===== src/rtl/stack_pkg.sv =====
// Shared definitions for the LIFO stack front-end: op encodings, FSM states, capacity.
package stack_pkg;

  localparam logic [1:0] OP_POP   = 2'b00;
  localparam logic [1:0] OP_PUSH  = 2'b01;
  localparam logic [1:0] OP_FLUSH = 2'b10;
  localparam logic [1:0] OP_RSVD  = 2'b11;

  typedef enum logic [2:0] {
    ST_INIT,
    ST_IDLE,
    ST_EXEC,
    ST_CAPT,
    ST_RESP
  } state_t;

  // One address slot is sacrificed so full and empty stay distinguishable.
  function automatic int stack_cap(input int h);
    return (1 << h) - 1;
  endfunction

endpackage


===== src/rtl/stack_ctrl_stats.sv =====
// Statistics for stack_ctrl: saturating push/pop counters and occupancy high-water mark.
module stack_ctrl_stats #(
  parameter int H = 3
) (
  input  logic        clk,
  input  logic        clear,
  input  logic        push_stb,
  input  logic        pop_stb,
  input  logic        flush_stb,
  input  logic [H:0]  count,
  output logic [H:0]  hwm,
  output logic [15:0] push_cnt,
  output logic [15:0] pop_cnt
);

  always_ff @(posedge clk or posedge clear) begin
    if (clear) begin
      hwm      <= '0;
      push_cnt <= '0;
      pop_cnt  <= '0;
    end else if (flush_stb) begin
      hwm      <= '0;
      push_cnt <= '0;
      pop_cnt  <= '0;
    end else begin
      if (count > hwm)
        hwm <= count;
      if (push_stb && push_cnt != 16'hFFFF)
        push_cnt <= push_cnt + 16'd1;
      if (pop_stb && pop_cnt != 16'hFFFF)
        pop_cnt <= pop_cnt + 16'd1;
    end
  end

endmodule


===== src/rtl/stack_ctrl.sv =====
// Command front-end for the LIFO stack: one command in flight, error screening on count.
// Statistics outputs are live only when STACK_CTRL_STATS_EN is defined.
module stack_ctrl
  import stack_pkg::*;
#(
  parameter int W = 8,
  parameter int H = 3
) (
  input  logic         clk,
  input  logic         clear,
  input  logic         cmd_valid,
  output logic         cmd_ready,
  input  logic [1:0]   cmd_op,
  input  logic [W-1:0] cmd_data,
  output logic         rsp_valid,
  input  logic         rsp_ready,
  output logic [W-1:0] rsp_data,
  output logic         rsp_err,
  output logic [H:0]   count,
  output logic         ovf_sticky,
  output logic         udf_sticky,
  output logic         stk_en,
  output logic         stk_rw,
  output logic         stk_clear,
  output logic [W-1:0] stk_data_in,
  input  logic [W-1:0] stk_data_out,
  input  logic         stk_full,
  input  logic         stk_empty,
  output logic [H:0]   hwm,
  output logic [15:0]  push_cnt,
  output logic [15:0]  pop_cnt
);

  localparam logic [H:0] CAP = (H+1)'(stack_cap(H));

  state_t     state, state_n;
  logic [1:0] op_q;
  logic       ovf_hit, udf_hit, cmd_err;

  assign ovf_hit = (cmd_op == OP_PUSH) && (count == CAP);
  assign udf_hit = (cmd_op == OP_POP) && (count == '0);
  assign cmd_err = ovf_hit || udf_hit || (cmd_op == OP_RSVD);

  always_ff @(posedge clk or posedge clear) begin
    if (clear) state <= ST_INIT;
    else       state <= state_n;
  end

  always_comb begin
    state_n   = state;
    cmd_ready = 1'b0;
    rsp_valid = 1'b0;
    stk_en    = 1'b0;
    stk_rw    = 1'b0;
    stk_clear = 1'b0;
    case (state)
      ST_INIT: begin
        stk_en    = 1'b1;
        stk_clear = 1'b1;
        state_n   = ST_IDLE;
      end
      ST_IDLE: begin
        cmd_ready = 1'b1;
        if (cmd_valid)
          state_n = cmd_err ? ST_RESP : ST_EXEC;
      end
      ST_EXEC: begin
        stk_en    = 1'b1;
        stk_rw    = (op_q == OP_PUSH);
        stk_clear = (op_q == OP_FLUSH);
        state_n   = ST_CAPT;
      end
      ST_CAPT: state_n = ST_RESP;
      ST_RESP: begin
        rsp_valid = 1'b1;
        if (rsp_ready)
          state_n = ST_IDLE;
      end
      default: state_n = ST_INIT;
    endcase
  end

  always_ff @(posedge clk or posedge clear) begin
    if (clear) begin
      op_q        <= OP_POP;
      rsp_data    <= '0;
      rsp_err     <= 1'b0;
      count       <= '0;
      ovf_sticky  <= 1'b0;
      udf_sticky  <= 1'b0;
      stk_data_in <= '0;
    end else begin
      case (state)
        ST_IDLE: if (cmd_valid) begin
          op_q     <= cmd_op;
          rsp_data <= '0;
          rsp_err  <= cmd_err;
          // Loaded at accept so the write data is already stable during EXEC.
          if (cmd_op == OP_PUSH && !cmd_err)
            stk_data_in <= cmd_data;
          if (ovf_hit) ovf_sticky <= 1'b1;
          if (udf_hit) udf_sticky <= 1'b1;
        end
        ST_EXEC: begin
          case (op_q)
            OP_PUSH: count <= count + 1'b1;
            OP_POP:  count <= count - 1'b1;
            OP_FLUSH: begin
              count      <= '0;
              ovf_sticky <= 1'b0;
              udf_sticky <= 1'b0;
            end
            default: ;
          endcase
        end
        ST_CAPT: if (op_q == OP_POP) rsp_data <= stk_data_out;
        default: ;
      endcase
    end
  end

`ifdef STACK_CTRL_STATS_EN
  logic push_stb, pop_stb, flush_stb;

  assign push_stb  = (state == ST_EXEC) && (op_q == OP_PUSH);
  assign pop_stb   = (state == ST_EXEC) && (op_q == OP_POP);
  assign flush_stb = (state == ST_EXEC) && (op_q == OP_FLUSH);

  stack_ctrl_stats #(.H(H)) u_stats (
    .clk       (clk),
    .clear     (clear),
    .push_stb  (push_stb),
    .pop_stb   (pop_stb),
    .flush_stb (flush_stb),
    .count     (count),
    .hwm       (hwm),
    .push_cnt  (push_cnt),
    .pop_cnt   (pop_cnt)
  );
`else
  assign hwm      = '0;
  assign push_cnt = '0;
  assign pop_cnt  = '0;
`endif

  // The stack's own flags must agree with our count whenever we are waiting for work.
  a_empty: assert property (@(posedge clk) disable iff (clear)
    (state == ST_IDLE) |-> (stk_empty == (count == '0)));
  a_full: assert property (@(posedge clk) disable iff (clear)
    (state == ST_IDLE) |-> (stk_full == (count == CAP)));

endmodule


===== config.mk =====
export PLATFORM = sky130hd
export DESIGN_NAME = stack_ctrl
export DESIGN_NICKNAME = d
export VERILOG_FILES = /design/src/rtl/stack_pkg.sv /design/src/rtl/stack_ctrl_stats.sv /design/src/rtl/stack_ctrl.sv
export SDC_FILE = /design/constraint.sdc
export NUM_CORES = 1
export LEC_CHECK = 0
export CORE_MARGIN = 4
export CORE_UTILIZATION = 39
export CTS_CLUSTER_SIZE = 40
export DETAILED_ROUTE_END_ITERATION = 6
export GPL_ROUTABILITY_DRIVEN = 0
export PLACE_DENSITY_LB_ADDON = 0.3
export SYNTH_ARGS = -nofsm -noshare
export SYNTH_HDL_FRONTEND = slang
export SYNTH_SLANG_ARGS = --single-unit

===== constraint.sdc =====
create_clock -name clk -period 2.1 [get_ports clk]
set_input_delay 0.42 -clock clk [delete_from_list [all_inputs] [get_ports clk]]
set_output_delay 0.42 -clock clk [all_outputs]
set_load 0.01 [all_outputs]

Yosys cells after proc, flatten, opt, wreduce, memory -nomap -nowiden --
Cells that the tools add are included.
Storage, ports and cells: input bits 24, logic and storage cells 66, flip-flop bits (word level) 28, output and inout bits 64
Cells by class: mux-type cells 20, $add $sub $neg 2, reduce and logical (&&, ||, !) cells 21, eq/ne operators 15
Operators with widths (number):
- 8-bit two-way mux | 2
- 8-bit case mux with 2 select lines | 1
- 3-bit case mux with 5 select lines | 1
- 2-bit != test (second input constant) | 6
- 4-bit case mux with 3 select lines | 1
- 1-bit two-way mux | 9
- 3-bit two-way mux | 3
- 4-bit AND reduction | 2
- 3-bit by 2-bit == test with 1-bit output (second input constant) | 2
- 1-bit case mux with 2 select lines | 3
- 2-bit AND reduction | 3
- 3-bit AND reduction | 2
- 4-bit by 1-bit adder with 4-bit output (second input constant) | 1
- 2-bit by 1-bit == test with 1-bit output (second input constant) | 2
- 2-bit == test (second input constant) | 2
- 4-bit by 3-bit == test with 1-bit output (second input constant) | 1
- 2-bit zero test | 2
- 4-bit zero test | 1
- 2-bit nonzero test | 2
- 4-bit by 1-bit subtractor with 4-bit output (second input constant) | 1
- 3-bit by 1-bit == test with 1-bit output (second input constant) | 1
- 3-bit == test (second input constant) | 1
- 1-bit logical AND | 3
- 3-bit zero test | 1
- other kinds (4) | 5

Longest topological paths before layout --
Gate-level depths: netlist (run 1).
depth after elaboration 7, mapped depth 7, mapped depth without buffers 6

Worst setup path after synthesis (run 1) --
Ideal clock, no wire load.
kind reg2reg, start reg op_q[1], end reg count[3], required time 1.979 ns, stages on the path, launching flop included 8, arrival 1.563 ns, buffers on the path 1, setup slack 0.416 ns, setup time 0.121 ns, clock period less this slack 1.684 ns, cell sequence dfrtp_1 clkbuf_1 nor2_1 ha_1 a31oi_1 nor2b_1 a21oi_1 o2bb2ai_2
Between the ends: cells in the longest elaborated chain, start to end 3, elaborated cells between the ends (all ways) 6, classes of those cells 2 x eq/ne; 1 x mux; 3 x reduce/logical
RTL lines:
- start: declaration | line stack_ctrl.sv:37 | logic [1:0] op_q;
- start signal: assignment | line stack_ctrl.sv:95 | op_q <= cmd_op;
- 2-bit by 1-bit == test with 1-bit output (tied with other cells) | line stack_ctrl.sv:105 | case (op_q)
- 3-bit nonzero test (no line)
- 2-bit AND reduction (no line)
- end signal: assignment | line stack_ctrl.sv:106 | OP_PUSH: count <= count + 1'b1;
- end signal: assignment | line stack_ctrl.sv:107 | OP_POP: count <= count - 1'b1;
- end: declaration | line stack_ctrl.sv:19 | output logic [H:0] count,
Several ways; a longest one is shown, not always the timed one. A chain may end at the register's enable or synchronous reset.

Final worst setup path (run 1) --
start reg state[2], end out stk_rw
Between the ends: cells in the longest elaborated chain, start to end 2
RTL lines:
- start: declaration | line stack_ctrl.sv:36 | state_t state, state_n;
- start signal: assignment | line stack_ctrl.sv:46 | else state <= state_n;
- 3-bit by 2-bit == test with 1-bit output | line stack_ctrl.sv:56 | case (state)
- 1-bit two-way mux | line stack_ctrl.sv:56
- end: declaration | line stack_ctrl.sv:23 | output logic stk_rw,
No other way between the ends.

==> out/qor.log, run 1 <==
[worst_setup_path] Crit path required time 1.68 ns
[clock_network] largest buffer count on any clock path 2
[global_routing] antenna violations before repair 0
[worst_setup_path] crit path capture type output port
[sta] RSZ-0062 raised after global routing false
[clock_network] clock latency at the later pin of the worst-skew pair 0.27 ns
[detailed_routing] length of the first detailed-routing pass in iterations 4
[placed_design] DP Cell Count 273
[sta] Slew Viols, Final 0
[power_and_ir_drop] power density over cell area 1330 nW/um2
[layout] post-route non-filler standard cell count 277
[yosys] Gate Count Post-Synth 174
[global_routing] vias in the first global route 1141
[sta] max_slew headroom 42.8%
[floorplan] Die Footprint 5360 um2
[detailed_routing] vias 1222
[layout] count of inserted antenna diode cells 0
[floorplan] die boundary height 73.2 um
[yosys] library cells used by synthesis 36
[layout] fraction of final layout cells sized beyond drive strength 1 13.2%
[floorplan] IO Pins 88
[sta] Tmin final 1.98 ns
[yosys] Synth Cell Area 1660 um2
[worst_setup_path] maximum single-stage delay on the critical path 0.39 ns
[layout] filler cell count 386
[yosys] Yosys Warn Count 0
[sta] Finish-stage setup viols 0
[placed_design] total half-perimeter wirelength after legalization and detailed placement 2.53 mm
[detailed_routing] Avg WL per Cell 11.9 um
[yosys] dominant register cell in the synthesized netlist sky130_fd_sc_hd__dfrtp_1
[layout] most frequent cells in the layout sky130_fd_sc_hd__clkdlybuf4s50_1 (45), sky130_fd_sc_hd__conb_1 (36), sky130_fd_sc_hd__dfrtp_1 (27)
[layout] nets@finish 254
[sta] Min Hold Slack 0.488 ns
[yosys] number of enable-type register cells in the synthesized netlist 0
[clock_network] number of buffers added by the clock tree synthesis step 3
[floorplan] die span in x 73.2 um
[floorplan] standard-cell rows 23
[detailed_routing] via count normalized by instance count 4.41
[global_routing] global-route wire length before repair 5.27 mm
[detailed_routing] count of antenna-violating nets left after detailed routing 0
[yosys] mean post-synth cell area 9.53 um2
[sta] Slew @ Worst Pin 0.853 ns
[global_routing] sum of overflow across all layers after global routing 0
[yosys] sequential element share of the synthesized area 42.3%
[sta] post-route fraction of the period consumed by the critical path 94.2%
[detailed_routing] starting DRC count in detailed routing 51
[power_and_ir_drop] leakage power total 0.00100 uW
[worst_hold_path] worst hold path depth 2
[clock_network] post-CTS clock slew at the launch and capture registers of the worst setup and hold paths 0.09 ns
[sta] top achievable clock speed 506 MHz
[layout] storage element area 702 um2
[sta] Clock Skews 0.00156 ns
[worst_setup_path] critical path class flip-flop to output port
[yosys] Seq cells post-synth 28
[detailed_routing] wirelength, routed 3.31 mm
[status] outcome finished clean
[clock_network] Clock Tree Root sky130_fd_sc_hd__clkbuf_8
[floorplan] area inside the core boundary 4060 um2
[global_routing] maximum number of pins on one net before global-route repair 29
[worst_setup_path] arrival time of the worst setup path 1.56 ns
[detailed_routing] DRC violation count after routing 0
[layout] multi-input logic area 779 um2
[clock_network] CTS tree yes
[power_and_ir_drop] peak supply drop 0.548 mV
[yosys] post-synthesis async set-or-reset flop share 100%
[clock_network] Num Clock Sinks 28
[worst_setup_path] CP max FO 2
[job] max-cap check violation count 0
[clock_network] number of setup buffers added after CTS 0
[placed_design] total of buffers placed on input and output ports 49
[global_routing] global-route usage over all layers 12.6%
[worst_setup_path] Reg2Reg Depth 7
[layout] share of the core filled with cells in the final layout 53.8%
[layout] area growth from synthesis to final layout 31.7%
[floorplan] effective utilization at floorplan 40.9%
[worst_setup_path] kind of start point of the critical path flip-flop
[clock_network] CTS H-Tree Depth 1
[worst_setup_path] cell-by-cell trace of the critical path or3b_1, nor2_1, and2_1, dlygate4sd2_1
[sta] number of failing hold endpoints at the final stage 0
[worst_setup_path] Slowest cell on crit path sky130_fd_sc_hd__or3b_1
[layout] most common cell after layout, fill and taps aside sky130_fd_sc_hd__clkdlybuf4s50_1
[worst_hold_path] type of the most critical hold path flip-flop to flip-flop
-- final cells by class --
class	instances	share of cell area (%)
inverters	2	0.344
multi-input cells	135	35.7
repair buffers	58	25.7
clock inverters	1	1.38
flip-flops and latches	28	32.1
clock buffers	3	1.89
well taps	50	2.87
-- cells in the mapped netlist, types with 2 or more instances --
library cell	instances	area, um2
sky130_fd_sc_hd__mux2_2	10	113
sky130_fd_sc_hd__nand2b_1	3	18.8
sky130_fd_sc_hd__o211ai_1	2	15.0
sky130_fd_sc_hd__nor2_1	9	33.8
sky130_fd_sc_hd__inv_1	2	7.51
sky130_fd_sc_hd__ha_1	2	25.0
sky130_fd_sc_hd__dfrtp_1	28	701
sky130_fd_sc_hd__buf_2	3	15.0
sky130_fd_sc_hd__and2_1	2	12.5
sky130_fd_sc_hd__nand2_1	19	71.3
sky130_fd_sc_hd__clkbuf_1	5	18.8
sky130_fd_sc_hd__buf_4	36	270
sky130_fd_sc_hd__o21ai_0	12	60.1
sky130_fd_sc_hd__a22o_1	2	17.5
sky130_fd_sc_hd__nand3_1	10	50.1
sky130_fd_sc_hd__a21oi_1	4	20.0
sky130_fd_sc_hd__nor2b_1	5	31.3
sky130_fd_sc_hd__nor3_1	2	10.0
-- what timing repair did --
item | CTS | global route
hold buffers | 0 | 0
pin swaps | 0 | 0
endpoints found under the setup margin | 2 | 2
resized for setup | 3 | 3
-- worst max-delay path: cells and delay by family (launching register included) --
kind                   cells  cell delay, ns
flip-flops                 1            0.38
AND/OR/NAND/NOR            3            0.64
buffers and inverters      1            0.27
-- per-stage QoR --
stage	power, uW	instance area (um2)	TNS, ns	worst slack, ns
2_1_floorplan	1850	1790	0	0.416
3_3_place_gp	2480	2110	-0.528	-0.0686
3_5_place_dp	2510	2110	-0.721	-0.113
4_1_cts	2940	2180	0	0.0109
5_1_grt	3120	2180	0	0.0273
6_report	2890	2180	0	0.123
-- worst paths after layout --
check | from | end | slack [ns]
min | rsp_data[4]$_DFFE_PP0P_ | rsp_data[4]$_DFFE_PP0P_ | 0.49
max | state[2]$_DFFE_PP0P_ | stk_rw | 0.12
max reg2reg | op_q[0]$_DFFE_PP0P_ | count[3]$_DFFE_PP0P_ | 0.31
max in group asynchronous | clear | op_q[1]$_DFFE_PP0P_ | 1.31
min in group asynchronous | clear | stk_data_in[1]$_DFFE_PP0P_ | 0.51
min reg2reg | rsp_data[4]$_DFFE_PP0P_ | rsp_data[4]$_DFFE_PP0P_ | 0.49
-- cell families after synthesis --
logic type      after synthesis  synth area share (%)
simple gates                 55                  17.5
compound gates               30                  11.8
other cells                   1                 0.226
fa+ha+maj                     2                  1.51
flops                        28                  42.3
mux                          10                  6.79
buf+inv                      46                  18.8
xor+xnor                      2                  1.06
-- routing by layer --
metal | wire length [um] | part of all wire [%] | track usage (%) | vias to the layer above
met1 | 1470 | 44 | 16.9 | 554
met2 | 1550 | 47 | 19.9 | 50
li1 | - | - | - | 616
met5 | 0 | 0 | 0 | -
met3 | 259 | 7.8 | 1.93 | 2
met4 | 34 | 1.0 | 5.53 | 0
-- sequential cells by signal (all words and copies together) (netlist names) --
| name | cells |
|---|---|
| count | 4 |
| udf_sticky | 1 |
| rsp_err | 1 |
| ovf_sticky | 1 |
| rsp_data | 8 |
| op_q | 2 |
| state | 3 |
| stk_data_in | 8 |
-- report_power, final --
group	leakage (uW)	switching (uW)	internal (uW)
combinational	0.000610	694	824
clock	0.0000357	165	255
sequential	0.000358	189	767
Power figures use the tool's default switching activity.
==> inputs of run 2 (changes only) <==
Settings changed: CORE_ASPECT_RATIO set to 0.7.
==> run 2 against run 1 <==
  * Clock-buffer cell count unchanged
  * Sequential power about the same
  * Die area up 0.31%
  * Via count up 2.7%
  * Critical path type unchanged
  * Wire length up 4.7%
  * Power up 1.7%
  * Maximum frequency down 0.70%
  * Highest routed layer unchanged
==> out/qor.log, run 2 (synthesized netlist as in run 1, its figures left out) <==
[sta] max_slew headroom 65.3% [was 42.8%]
[status] outcome finished clean [unchanged]
[clock_network] clock latency at the later pin of the worst-skew pair 0.28 ns [was 0.27 ns]
[worst_setup_path] Slowest cell on crit path sky130_fd_sc_hd__or3b_4 [was sky130_fd_sc_hd__or3b_1]
[floorplan] die boundary height 62.6 um [was 73.2 um]
[layout] most frequent cells in the layout sky130_fd_sc_hd__clkdlybuf4s50_1 (45), sky130_fd_sc_hd__conb_1 (36), sky130_fd_sc_hd__dfrtp_1 (28) [was sky130_fd_sc_hd__clkdlybuf4s50_1 (45), sky130_fd_sc_hd__conb_1 (36), sky130_fd_sc_hd__dfrtp_1 (27)]
[worst_setup_path] number of stages on the worst setup path 4 [unchanged]
[clock_network] post-CTS clock slew at the launch and capture registers of the worst setup and hold paths 0.09 ns [about the same]
[worst_setup_path] worst r2r dst count[2]$_DFFE_PP0P_ [was count[3]$_DFFE_PP0P_]
[layout] finished layout cell area 2200 um2 [was 2180 um2]
[worst_setup_path] CP max FO 2 [unchanged]
[sta] top achievable clock speed 502 MHz [was 506 MHz]
[worst_setup_path] arrival time of the worst setup path 1.57 ns [was 1.56 ns]
[layout] filler cell count 378 [was 386]
[sta] RSZ-0062 raised after global routing false [unchanged]
[floorplan] area inside the core boundary 4020 um2 [was 4060 um2]
[global_routing] global-route wire length before repair 5.66 mm [was 5.27 mm]
[worst_setup_path] cell-by-cell trace of the critical path or3b_4, nor2_2, and2_1, dlygate4sd2_1 [was or3b_1, nor2_1, and2_1, dlygate4sd2_1]
[sta] sum of negative setup slack 0 ns [unchanged]
[worst_setup_path] family of cells with the greatest summed delay on the critical path simple AND/OR/NAND/NOR gates [unchanged]
[layout] Top Registers rsp_data x8, stk_data_in x8, count x4 [unchanged]
[detailed_routing] length of the first detailed-routing pass in iterations 4 [unchanged]
[sta] Slew @ Worst Pin 0.521 ns [was 0.853 ns]
[placed_design] placement-stage cell area 2120 um2 [was 2110 um2]
[detailed_routing] Avg WL per Cell 12.4 um [was 11.9 um]
[clock_network] number of buffers added by the clock tree synthesis step 3 [unchanged]
[worst_setup_path] FF-to-FF Start op_q[1]$_DFFE_PP0P_ [was op_q[0]$_DFFE_PP0P_]
[placed_design] total of buffers placed on input and output ports 49 [unchanged]
[power_and_ir_drop] peak supply drop 0.824 mV [was 0.548 mV]
[sta] Min Hold Slack 0.490 ns [was 0.488 ns]
[detailed_routing] vias 1255 [was 1222]
[worst_setup_path] crit path capture type output port [unchanged]
[worst_setup_path] critical path class flip-flop to output port [unchanged]
[sta] Clock Skews 0.00259 ns [was 0.00156 ns]
[worst_hold_path] critical hold path startpoint rsp_data[4]$_DFFE_PP0P_ [unchanged]
[clock_network] CTS H-Tree Depth 1 [unchanged]
[detailed_routing] DRC violation count after routing 0 [unchanged]
[detailed_routing] via count normalized by instance count 4.48 [was 4.41]
[layout] area growth from synthesis to final layout 32.8% [was 31.7%]
[detailed_routing] wirelength, routed 3.46 mm [was 3.31 mm]
[global_routing] antenna violations before repair 0 [unchanged]
[layout] fraction of final layout cells sized beyond drive strength 1 14.5% [was 13.2%]
[power_and_ir_drop] power density over cell area 1340 nW/um2 [was 1330 nW/um2]
[sta] Finish-stage setup viols 0 [unchanged]
[global_routing] maximum number of pins on one net before global-route repair 29 [unchanged]
[sta] Slew Viols, Final 0 [unchanged]
[floorplan] Die Footprint 5370 um2 [was 5360 um2]
[worst_setup_path] maximum single-stage delay on the critical path 0.41 ns [was 0.39 ns]
[clock_network] largest buffer count on any clock path 2 [unchanged]
[global_routing] global-route usage over all layers 12.9% [was 12.6%]
[sta] post-route fraction of the period consumed by the critical path 94.8% [was 94.2%]
[sta] number of failing hold endpoints at the final stage 0 [unchanged]
[worst_hold_path] type of the most critical hold path flip-flop to flip-flop [unchanged]
[layout] nets@finish 255 [was 254]
[floorplan] die span in x 85.9 um [was 73.2 um]
[layout] count of inserted antenna diode cells 0 [unchanged]
[global_routing] sum of overflow across all layers after global routing 0 [unchanged]
[job] max-cap check violation count 0 [unchanged]
[layout] most common cell after layout, fill and taps aside sky130_fd_sc_hd__clkdlybuf4s50_1 [unchanged]
[worst_setup_path] Crit path required time 1.68 ns [about the same]
[worst_setup_path] worst setup slack for register-to-register paths 0.31 ns [about the same]
[global_routing] vias in the first global route 1212 [was 1141]
[floorplan] effective utilization at floorplan 41.3% [was 40.9%]
[sta] Tmin final 1.99 ns [was 1.98 ns]
[placed_design] total half-perimeter wirelength after legalization and detailed placement 2.70 mm [was 2.53 mm]
[worst_setup_path] capturing instance or port of the critical path stk_rw [unchanged]
[worst_setup_path] Critical path buffers and inverters 1 [unchanged]
[clock_network] Clock Tree Root sky130_fd_sc_hd__clkbuf_8 [unchanged]
[detailed_routing] count of antenna-violating nets left after detailed routing 0 [unchanged]
[floorplan] standard-cell rows 19 [was 23]
[worst_setup_path] kind of start point of the critical path flip-flop [unchanged]
[power_and_ir_drop] leakage power total 0.00101 uW [was 0.00100 uW]
[worst_setup_path] launching instance or port of the critical path state[2]$_DFFE_PP0P_ [unchanged]
[clock_network] CTS tree yes [unchanged]
[worst_setup_path] Reg2Reg Depth 7 [unchanged]
[clock_network] number of setup buffers added after CTS 0 [unchanged]
[detailed_routing] starting DRC count in detailed routing 81 [was 51]
[clock_network] Num Clock Sinks 28 [unchanged]
[clock_network] total of hold buffers inserted after clock tree synthesis 0 [unchanged]
[floorplan] IO Pins 88 [unchanged]
-- run 2: how the worst min path moves through the flow --
stage                              endpoint  cells after the start
detailed placement  rsp_data[3]$_DFFE_PP0P_                      2
global placement    rsp_data[4]$_DFFE_PP0P_                      2
global route        rsp_data[3]$_DFFE_PP0P_                      2
CTS                 rsp_data[6]$_DFFE_PP0P_                      2
finish              rsp_data[4]$_DFFE_PP0P_                      2
floorplan              count[0]$_DFFE_PP0P_                      1
-- run 2: power breakdown --
part / internal, uW / switching (uW) / leakage [uW] / total (uW)
sequential: 765 / 189 / 0.000359 / 953
clock: 255 / 168 / 0.0000357 / 423
combinational: 845 / 723 / 0.000617 / 1570
-- run 2: tightest hold or removal path, cell delays in order, from the launching register on --
cell                      delay, ns
sky130_fd_sc_hd__dfrtp_1       0.35
sky130_fd_sc_hd__nand2_1       0.04
sky130_fd_sc_hd__o21ai_0       0.06
-- run 2: what timing repair did --
| item | in CTS | in global routing |
|---|---|---|
| pin swaps | 0 | 0 |
| endpoints found under the setup margin | 2 | 4 |
| hold endpoints to repair | 0 | 0 |
| gates resized for setup | 3 | 5 |
-- run 2: cell type report --
type,instances,area (um2),share of cell area (%)
Multi-Input combinational cell,135,788,35.8
Sequential cell,28,701,31.8
Timing Repair Buffer,59,568,25.8
Tap cell,52,65.1,2.96
Clock buffer,3,41.3,1.88
Clock inverter,1,30.0,1.36
Inverter,2,7.51,0.341
-- run 2: stage by stage --
step	worst slack, ns	cells	util, %	total power [uW]
after global placement	-0.0348	276	52.7	2500
after floorplan	0.416	209	-	1850
final	0.109	280	54.8	2940
after detailed placement	-0.0968	276	52.7	2530
after global routing	0.0221	280	54.8	3190
after CTS	0.00549	280	54.4	2960
-- run 2: routing by layer --
metal / GRT usage (%) / up-vias / part of all wire [%]
met5: 0 / - / 0
met4: 1.78 / 0 / 0.46
met3: 6.98 / 3 / 14
met2: 17.1 / 55 / 42
met1: 18.6 / 570 / 43
li1: - / 627 / -
==> inputs of run 3 (changes only) <==
--- a/config.mk
+++ b/config.mk
@@ -12,3 +12,3 @@
 export DETAILED_ROUTE_END_ITERATION = 6
-export GPL_ROUTABILITY_DRIVEN = 0
+export GPL_ROUTABILITY_DRIVEN = 1
 export PLACE_DENSITY_LB_ADDON = 0.3
==> constraint.sdc (replaced) <==
create_clock -name clk -period 2.1 [get_ports clk]
set_input_delay 0.21 -clock clk [delete_from_list [all_inputs] [get_ports clk]]
set_output_delay 0.21 -clock clk [all_outputs]
set_load 0.01 [all_outputs]
==> run 3 against run 2 <==
  * Sequential share of layout area grew 0.44 points
  * Worst setup slack better by 0.0083 ns
  * Critical path depth did not move
  * Core utilization shrank 0.65 points
  * Hold slack worse by 0.20 ns
  * Maximum frequency rose by 0.42%
==> out/qor.log, run 3 (synthesized netlist as in run 1, its figures left out) <==
[worst_setup_path] capturing instance or port of the critical path stk_clear [was stk_rw]
[sta] number of failing hold endpoints at the final stage 0 [unchanged]
[global_routing] GR met1 Demand/Resource 17.7% [was 18.6%]
[worst_setup_path] crit path capture type output port [unchanged]
[worst_setup_path] critical path class flip-flop to output port [unchanged]
[layout] Top Registers rsp_data x8, stk_data_in x8, count x4 [unchanged]
[power_and_ir_drop] peak supply drop 0.700 mV [was 0.824 mV]
[worst_setup_path] Reg2Reg Depth 4 [was 7]
[sta] max_slew headroom 42.6% [was 65.3%]
[global_routing] global-route usage over all layers 13.2% [was 12.9%]
[floorplan] IO Pins 88 [unchanged]
[sta] RSZ-0062 raised after global routing false [unchanged]
[clock_network] clock latency at the later pin of the worst-skew pair 0.28 ns [about the same]
[layout] filler cell count 396 [was 378]
[layout] post-route non-filler standard cell count 278 [was 280]
[layout] count of inserted antenna diode cells 0 [unchanged]
[worst_setup_path] kind of start point of the critical path flip-flop [unchanged]
[sta] Finish-stage setup viols 0 [unchanged]
[layout] fraction of final layout cells sized beyond drive strength 1 12.8% [was 14.5%]
[status] outcome finished clean [unchanged]
[clock_network] CTS H-Tree Depth 1 [unchanged]
[global_routing] fraction of met3 tracks used by global routing 6.85% [was 6.98%]
[global_routing] maximum number of pins on one net before global-route repair 29 [unchanged]
[layout] most common cell after layout, fill and taps aside sky130_fd_sc_hd__clkdlybuf4s50_1 [unchanged]
[clock_network] total of hold buffers inserted after clock tree synthesis 0 [unchanged]
[detailed_routing] starting DRC count in detailed routing 104 [was 81]
[worst_setup_path] FF-to-FF Start state[1]$_DFFE_PP0P_ [was op_q[1]$_DFFE_PP0P_]
[clock_network] CTS tree yes [unchanged]
[placed_design] total half-perimeter wirelength after legalization and detailed placement 2.69 mm [was 2.70 mm]
[global_routing] most used routing layer in global routing met2 [was met1]
[detailed_routing] DRC violation count after routing 0 [unchanged]
[global_routing] met2 usage in global routing 18.7% [was 17.1%]
[worst_setup_path] arrival time of the worst setup path 1.77 ns [was 1.57 ns]
[power_and_ir_drop] power density over cell area 1350 nW/um2 [was 1340 nW/um2]
[layout] most frequent cells in the layout sky130_fd_sc_hd__clkdlybuf4s50_1 (48), sky130_fd_sc_hd__conb_1 (36), sky130_fd_sc_hd__dfrtp_1 (27) [was sky130_fd_sc_hd__clkdlybuf4s50_1 (45), sky130_fd_sc_hd__conb_1 (36), sky130_fd_sc_hd__dfrtp_1 (28)]
[floorplan] Die Footprint 5370 um2 [unchanged]
[layout] nets@finish 253 [was 255]
[power_and_ir_drop] leakage power total 0.000969 uW [was 0.00101 uW]
[worst_setup_path] launching instance or port of the critical path state[0]$_DFFE_PP0P_ [was state[2]$_DFFE_PP0P_]
[sta] post-route fraction of the period consumed by the critical path 94.4% [was 94.8%]
[job] max-cap check violation count 0 [unchanged]
[detailed_routing] via count normalized by instance count 4.52 [was 4.48]
[clock_network] post-CTS clock slew at the launch and capture registers of the worst setup and hold paths 0.09 ns [about the same]
[worst_hold_path] type of the most critical hold path input port to async pin [was flip-flop to flip-flop]
[clock_network] largest buffer count on any clock path 2 [unchanged]
[sta] Slew Viols, Final 0 [unchanged]
[worst_setup_path] worst r2r dst rsp_data[3]$_DFFE_PP0P_ [was count[2]$_DFFE_PP0P_]
[sta] top achievable clock speed 504 MHz [was 502 MHz]
[detailed_routing] length of the first detailed-routing pass in iterations 4 [unchanged]
[detailed_routing] Avg WL per Cell 12.5 um [was 12.4 um]
[sta] Clock Skews 0.00204 ns [was 0.00259 ns]
[detailed_routing] vias 1257 [was 1255]
[power_and_ir_drop] Final Total Pwr 2940 uW [about the same]
[sta] Slew @ Worst Pin 0.855 ns [was 0.521 ns]
[sta] Min Hold Slack 0.291 ns [was 0.490 ns]
[layout] area growth from synthesis to final layout 31.2% [was 32.8%]
[sta] Tmin final 1.98 ns [was 1.99 ns]
[sta] sum of negative setup slack 0 ns [unchanged]
[detailed_routing] wirelength, routed 3.47 mm [was 3.46 mm]
[placed_design] final RePlAce weighted congestion 0.765
[clock_network] number of buffers added by the clock tree synthesis step 3 [unchanged]
[worst_setup_path] Crit path required time 1.89 ns [was 1.68 ns]
[floorplan] die boundary height 62.6 um [unchanged]
[floorplan] die span in x 85.9 um [unchanged]
[layout] share of the core filled with cells in the final layout 54.1% [was 54.8%]
[global_routing] sum of overflow across all layers after global routing 0 [unchanged]
[worst_setup_path] worst setup slack for register-to-register paths 0.32 ns [was 0.31 ns]
[clock_network] Clock Tree Root sky130_fd_sc_hd__clkbuf_8 [unchanged]
[global_routing] vias in the first global route 1203 [was 1212]
[worst_setup_path] CP max FO 4 [was 2]
[floorplan] effective utilization at floorplan 41.3% [unchanged]
[floorplan] standard-cell rows 19 [unchanged]
[detailed_routing] count of antenna-violating nets left after detailed routing 0 [unchanged]
[placed_design] total of buffers placed on input and output ports 49 [unchanged]
[floorplan] area inside the core boundary 4020 um2 [unchanged]
[clock_network] Num Clock Sinks 28 [unchanged]
[global_routing] global-route wire length before repair 5.71 mm [was 5.66 mm]
[placed_design] DP Cell Count 272 [was 276]
[global_routing] antenna violations before repair 0 [unchanged]
==> run 3: cell count changes in the layout (fill, tap and decap cells not counted), sizes merged <==
| cell | previous run | this run |
|---|---|---|
| clkdlybuf4s50 | 45 | 48 |
| buf | 10 | 8 |
| dlygate4sd2 | 2 | 1 |
| dlymetal6s2s | 2 | 0 |
==> run 3: worst min path at each step <==
stage	to	cells after the start
final	count[3]$_DFFE_PP0P_	3
after global routing	op_q[0]$_DFFE_PP0P_	3
after CTS	count[2]$_DFFE_PP0P_	3
after detailed placement	rsp_data[2]$_DFFE_PP0P_	2
after global placement	rsp_data[2]$_DFFE_PP0P_	2
after floorplan	count[0]$_DFFE_PP0P_	1
==> run 3: worst max-delay path, cell delays in order, from the launching register on <==
cell	delay (ns)
sky130_fd_sc_hd__dfrtp_2	0.42
sky130_fd_sc_hd__buf_4	0.16
sky130_fd_sc_hd__nor2_1	0.14
sky130_fd_sc_hd__a21boi_1	0.21
sky130_fd_sc_hd__clkdlybuf4s50_1	0.57
==> run 3: per-stage QoR <==
step | setup WS (ns) | cell area [um2]
floorplan | 0.416 | 1790
global placement | 0.166 | 2090
detailed placement | 0.0835 | 2090
CTS | 0.0400 | 2170
global route | 0.00354 | 2170
finish | 0.117 | 2170
==> run 3: final cells by class <==
class / instances / area [um2] / area share, %
Clock buffer: 3 / 41.3 / 1.90
Clock inverter: 1 / 30.0 / 1.38
Inverter: 2 / 7.51 / 0.345
Multi-Input combinational cell: 135 / 779 / 35.8
Sequential cell: 28 / 702 / 32.3
Tap cell: 52 / 65.1 / 2.99
Timing Repair Buffer: 57 / 549 / 25.3
==> run 3: where the power goes <==
part / internal (uW) / switching (uW)
Sequential: 767 / 208
Clock: 255 / 167
Combinational: 842 / 699
Total: 1860 / 1070
==> run 3: repair_timing <==
action,CTS,global route
resized for setup,2,2
endpoints found under the setup margin,1,2
buffers inserted,2,0
==> run 3: metal layers <==
metal	vias to the layer above	part of all wire, %
li1	618	-
met4	0	0.89
met1	581	44
met2	53	42
met5	-	0
met3	5	13
